--- config.mk ---
export PLATFORM = sky130hd
export DESIGN_NAME = z80_bus_sequencer
export DESIGN_NICKNAME = d
export VERILOG_FILES = /design/src/rtl/z80_bus_sequencer.sv
export SDC_FILE = /design/constraint.sdc
export NUM_CORES = 1
export LEC_CHECK = 0
export CAP_MARGIN = 15
export CORE_ASPECT_RATIO = 0.9
export CORE_MARGIN = 2
export CORE_UTILIZATION = 40
export CTS_BUF_LIST = sky130_fd_sc_hd__clkbuf_8
export DETAILED_ROUTE_END_ITERATION = 16
export HOLD_SLACK_MARGIN = 0.08
export PLACE_DENSITY = 0.77
export SLEW_MARGIN = 10
export SYNTH_ARGS = -nofsm -noshare
export SYNTH_HDL_FRONTEND = slang
export SYNTH_SLANG_ARGS = --single-unit
--- constraint.sdc ---
create_clock -name clk -period 3.8 [get_ports clk]
set_clock_uncertainty 0.05 [all_clocks]
set_input_delay 0.76 -clock clk [delete_from_list [all_inputs] [get_ports clk]]
set_output_delay 0.76 -clock clk [all_outputs]
set_load 0.02 [all_outputs]
--- src/rtl/z80_bus_sequencer.sv ---
// Z80 machine-cycle sequencer: one request in, registered T-state strobes out.
// Define Z80_BUS_REFRESH_EN to drive refresh (rfsh_n, R counter) in fetch T3/T4.
module z80_bus_sequencer #(
    parameter int AW       = 16,
    parameter int DW       = 8,
    parameter int MEM_WAIT = 0,
    parameter int IO_WAIT  = 1,
    parameter int WR_T2    = 1
) (
    input  logic          clk,
    input  logic          reset,
    input  logic          cen,
    input  logic          req,
    input  logic [2:0]    req_type,
    input  logic [AW-1:0] req_addr,
    input  logic [DW-1:0] req_wdata,
    output logic          busy,
    output logic          done,
    output logic [DW-1:0] rdata,
    output logic [AW-1:0] A,
    output logic [DW-1:0] dout,
    output logic          m1_n,
    output logic          mreq_n,
    output logic          iorq_n,
    output logic          rd_n,
    output logic          wr_n,
    output logic          rfsh_n,
    input  logic          wait_n,
    input  logic [DW-1:0] di
);
    typedef enum logic [2:0] {S_IDLE, S_T1, S_T2, S_TW, S_T3, S_T4} state_t;

    localparam logic [2:0] TY_FETCH = 3'd0;
    localparam logic [2:0] TY_MRD   = 3'd1;
    localparam logic [2:0] TY_MWR   = 3'd2;
    localparam logic [2:0] TY_IORD  = 3'd3;
    localparam logic [2:0] TY_IOWR  = 3'd4;
    localparam logic [2:0] TY_INTA  = 3'd5;

    state_t     state, state_nx;
    logic [2:0] typ, typ_nx;
    logic [3:0] cnt, cnt_nx;
    logic       accept;
    logic       m1_nx, mreq_nx, iorq_nx, rd_nx, wr_nx, rfsh_nx;
`ifdef Z80_BUS_REFRESH_EN
    logic [6:0] r;
`endif

    // Memory cycles use MEM_WAIT; I/O and intack add IO_WAIT to the built-in wait.
    function automatic logic [3:0] auto_wait(input logic [2:0] t);
        if (t <= TY_MWR) return 4'(MEM_WAIT);
        return 4'(IO_WAIT + 1);
    endfunction

    assign accept = (state == S_IDLE) && cen && req && (req_type <= TY_INTA);

    always_comb begin
        state_nx = state;
        typ_nx   = typ;
        cnt_nx   = cnt;
        case (state)
            S_IDLE: if (accept) begin
                state_nx = S_T1;
                typ_nx   = req_type;
                cnt_nx   = auto_wait(req_type);
            end
            S_T1: if (cen) state_nx = S_T2;
            S_T2: if (cen) begin
                if (cnt != 4'd0 || !wait_n) begin
                    state_nx = S_TW;
                    if (cnt != 4'd0) cnt_nx = cnt - 4'd1;
                end else begin
                    state_nx = S_T3;
                end
            end
            S_TW: if (cen) begin
                if (cnt != 4'd0) cnt_nx = cnt - 4'd1;
                else if (wait_n) state_nx = S_T3;
            end
            S_T3: if (cen) state_nx = (typ == TY_FETCH) ? S_T4 : S_IDLE;
            S_T4: if (cen) state_nx = S_IDLE;
            default: state_nx = S_IDLE;
        endcase
    end

    // Strobe levels are decoded from the state being entered, then registered.
    always_comb begin
        m1_nx   = 1'b1;
        mreq_nx = 1'b1;
        iorq_nx = 1'b1;
        rd_nx   = 1'b1;
        wr_nx   = 1'b1;
        rfsh_nx = 1'b1;
        case (state_nx)
            S_T1: m1_nx = !(typ_nx == TY_FETCH || typ_nx == TY_INTA);
            S_T2, S_TW: case (typ_nx)
                TY_FETCH: begin m1_nx = 1'b0; mreq_nx = 1'b0; rd_nx = 1'b0; end
                TY_MRD:   begin mreq_nx = 1'b0; rd_nx = 1'b0; end
                TY_MWR:   begin mreq_nx = 1'b0; wr_nx = (WR_T2 != 0) ? 1'b0 : 1'b1; end
                TY_IORD:  begin iorq_nx = 1'b0; rd_nx = 1'b0; end
                TY_IOWR:  begin iorq_nx = 1'b0; wr_nx = 1'b0; end
                TY_INTA:  begin m1_nx = 1'b0; iorq_nx = (state_nx != S_TW); end
                default:  ;
            endcase
            S_T3: case (typ_nx)
`ifdef Z80_BUS_REFRESH_EN
                TY_FETCH: begin mreq_nx = 1'b0; rfsh_nx = 1'b0; end
`endif
                TY_MRD:   begin mreq_nx = 1'b0; rd_nx = 1'b0; end
                TY_MWR:   begin mreq_nx = 1'b0; wr_nx = 1'b0; end
                TY_IORD:  begin iorq_nx = 1'b0; rd_nx = 1'b0; end
                TY_IOWR:  begin iorq_nx = 1'b0; wr_nx = 1'b0; end
                TY_INTA:  begin m1_nx = 1'b0; iorq_nx = 1'b0; end
                default:  ;
            endcase
`ifdef Z80_BUS_REFRESH_EN
            S_T4: rfsh_nx = 1'b0;
`endif
            default: ;
        endcase
    end

    always_ff @(posedge clk or posedge reset) begin
        if (reset) begin
            state  <= S_IDLE;
            typ    <= 3'd0;
            cnt    <= 4'd0;
            busy   <= 1'b0;
            done   <= 1'b0;
            rdata  <= '0;
            A      <= '0;
            dout   <= '0;
            m1_n   <= 1'b1;
            mreq_n <= 1'b1;
            iorq_n <= 1'b1;
            rd_n   <= 1'b1;
            wr_n   <= 1'b1;
            rfsh_n <= 1'b1;
`ifdef Z80_BUS_REFRESH_EN
            r      <= 7'd0;
`endif
        end else begin
            state  <= state_nx;
            typ    <= typ_nx;
            cnt    <= cnt_nx;
            busy   <= (state_nx != S_IDLE);
            done   <= (state != S_IDLE) && (state_nx == S_IDLE);
            m1_n   <= m1_nx;
            mreq_n <= mreq_nx;
            iorq_n <= iorq_nx;
            rd_n   <= rd_nx;
            wr_n   <= wr_nx;
            rfsh_n <= rfsh_nx;
            if (accept) A <= req_addr;
            if (accept && (req_type == TY_MWR || req_type == TY_IOWR)) dout <= req_wdata;
            if ((state == S_T2 || state == S_TW) && state_nx == S_T3) rdata <= di;
`ifdef Z80_BUS_REFRESH_EN
            // Refresh address replaces the fetch address for T3/T4.
            if (state != S_T3 && state_nx == S_T3 && typ == TY_FETCH) A <= AW'({1'b0, r});
            if (state == S_T4 && cen) r <= r + 7'd1;
`endif
        end
    end
endmodule

==> summary.md <==
| Metric | Value |
|---|---|
| Post-synthesis cell area | approximately 2300 sq um |
| Ys Warns | 0 |
| Post-synth top area share | a little under half |
| GRT Residual Overflow | 0 |
| Initial Utilization | between 40 and 50% |
| Die H | around 76 um |
| Cts hold-fix bufs | 0 |
| I/O pins | 80 |
| CORE AREA | 5630 sq um |
| Slew headroom | approximately a third |
| Commonest cells post-synth | nand2_1, dfrtp_1, a21oi_1, inv_1, mux2_2 |
| Filler Cell Count | 500 |
| Crit. End Element | flop |
| Req. time, crit path | around 4.0 ns |
| # DRC | 0 |
| Async SR Flop Fraction | 100% |
| Register area | between 1000 and 1500 sq um |
| H-tree levels | 2 |
| Min-Delay Path Class | reg -> reg |
| Pre-Repair DR Iteration Count | 4 |
| Worst-margin pin slew | 0.975 ns |
| DR vias/cell | 5.19 |
| Worst skew pair latency | 0.30 ns |
| Maximum clock path buffer count | 2 |
| Vias in the first global route | around 1,800 |
| R2r setup slk | 1.43 ns |
| CTS root buffer | clkbuf_8 |
| Post-synth top flop | dfrtp_1 |
| Yosys top cell by area | dfrtp_1 |
| Routed WL per cell | 14.1 um |
| Hold WS | 0.437 ns |
| Via Count | 1,883 |
| Largest net degree at the start of global routing | 50 |
| Dpl ws | 0.538 ns |
| Die area | 6430 sq um |
| Tot GR Track Use | 16.4% |
| Peak supply drop | between 0.4 and 0.5 mV |
| DRT Wirelength | ~5100 um |
| Final slew viol count | 0 |
| # port buffers | 78 |
| Unique masters post-synth | 53 |
| Post-route ant nets | 0 |
| Nets | 333 |
| Share of layout cells above drive strength 1 | 13.0% |
| F_max | ~0.34 GHz |
| Row count | 26 |
| Area grow syn2layout | 38.2% |
| Syn_nets | 259 |
| Most frequent cell after synthesis | nand2_1 |
| DRT iter0 DRCs | 122 |
| Setup WS post-layout | 0.844 ns |
| Synth Register Bits | 49 |
| Final setup viols | 0 |
| Status | completed |
| Final min period | 2.96 ns |
| Setup repair bufs after CTS | 0 |
| Clk sinks | 49 |
| Setup total negative slack | 0 ns |
| Pwr dens | 764 nW/um^2 |
| Total power | 2450 uW |
| First-pass GRT wire length | around 8400 um |
| GP Congestion | between 0.8 and 0.9 |
| Worst-path clk slew | 0.09 ns |
| TritonCTS clock tree | yes |
| Startpoint types | input port |
| Die W | ~84 um |
| Multi-input gate area | 967 sq um |
| Number of max-cap violations | 0 |
| Worst path arrival time | 3.10 ns |
| RSZ-0062 raised after global routing | no |
| Crit path max fanout | 18 |
| Initial antenna violation count | 0 |
| Fin. Hold Viols | 0 |
| Post-synthesis sequential area ratio | a little over half |
| EDFF count, synth | 0 |
| Inserted Clock Buffers | 5 |
| Post-Syn Instances | 218 |
| Kind of critical path | in -> reg |
| DP HPWL | just under 4000 um |
| Fin crit share | 77.8% |
| Synth area leaders | dfrtp_1, nand2_1, dfstp_2 |
| Antenna diodes | 0 |
| Static Leak | 0.00143 uW |
| Syn avg cell area | 10.6 sq um |
| Resized cells post-CTS | 0 |
[cells by family after synthesis]
group / count (synthesis) / synth area share [%]
AO/OA/AOI/OAI: 39 / 11.3
buffers and inverters: 23 / 5.18
multiplexers: 18 / 9.98
flip-flops: 49 / 53.1
XOR/XNOR: 2 / 0.755
other: 1 / 0.162
AND/OR/NAND/NOR: 85 / 18.9
adder cells (fa/ha/maj): 1 / 0.539
[layout by cell type, fill, tap and decap left out, types with 5 or more instances in the layout]
cell type and count:
mux2_2 9, a21oi_1 10, o21ai_0 5, dfrtp_1 44
clkbuf_8 5, nand2_1 51, mux2_4 8, dfstp_2 5
inv_1 10, clkdlybuf4s50_1 78
[report_power, final]
group | internal, uW | total, uW | leakage, uW | switching [uW]
Sequential | 767 | 939 | 0.000604 | 173
Combinational | 616 | 1210 | 0.000775 | 593
Clock | 129 | 301 | 0.0000497 | 173
[sequential cells by signal, summed over array words and instances, names as in the netlist]
register and flops:
A 16, busy 1, cnt 4, done 1, dout 8, iorq_n 1, m1_n 1, mreq_n 1
rd_n 1, rdata 8, state 3, typ 3, wr_n 1
[final cells by class]
cell class	instances	area share, %
flip-flops and latches	49	38.4
multi-input cells	146	30.2
repair buffers	80	24.8
well taps	70	2.73
clock buffers	5	2.15
inverters	10	1.17
clock inverters	3	0.546
[routing by layer]
layer	vias to the layer above	GRT usage (%)	part of all wire [%]
li1	896	-	-
met1	895	22.9	44
met2	87	25.4	47
met3	5	4.55	8.1
met4	0	4.35	0.90
met5	-	0	0
[stage by stage]
step	instance area (sq um)	util, %	cells
after detailed placement	3120	55.4	355
after global routing	3210	57.0	363
after CTS	3210	57.0	363
final	3210	57.0	363
after global placement	3120	55.4	355
after floorplan	2320	-	218
[critical path, cell delays in order]
cell and delay, ns:
clkdlybuf4s50_1 0.67, and2_1 0.38, nand3_4 0.26, or3_1 0.64, mux2_4 0.38
[final timing paths]
check | startpoint | end | cells past startpoint
hold reg to reg | A[8]$_DFFE_PP0P_ | A[8]$_DFFE_PP0P_ | 2
setup reg to reg | state[2]$_DFF_PP0_ | dout[4]$_DFFE_PP0P_ | 4
hold / removal | A[8]$_DFFE_PP0P_ | A[8]$_DFFE_PP0P_ | 2
min in group asynchronous | reset | A[4]$_DFFE_PP0P_ | 2
max in group asynchronous | reset | rdata[7]$_DFFE_PP0P_ | 2
setup / recovery | cen | dout[4]$_DFFE_PP0P_ | 5
(Power assumes the default switching activity.)
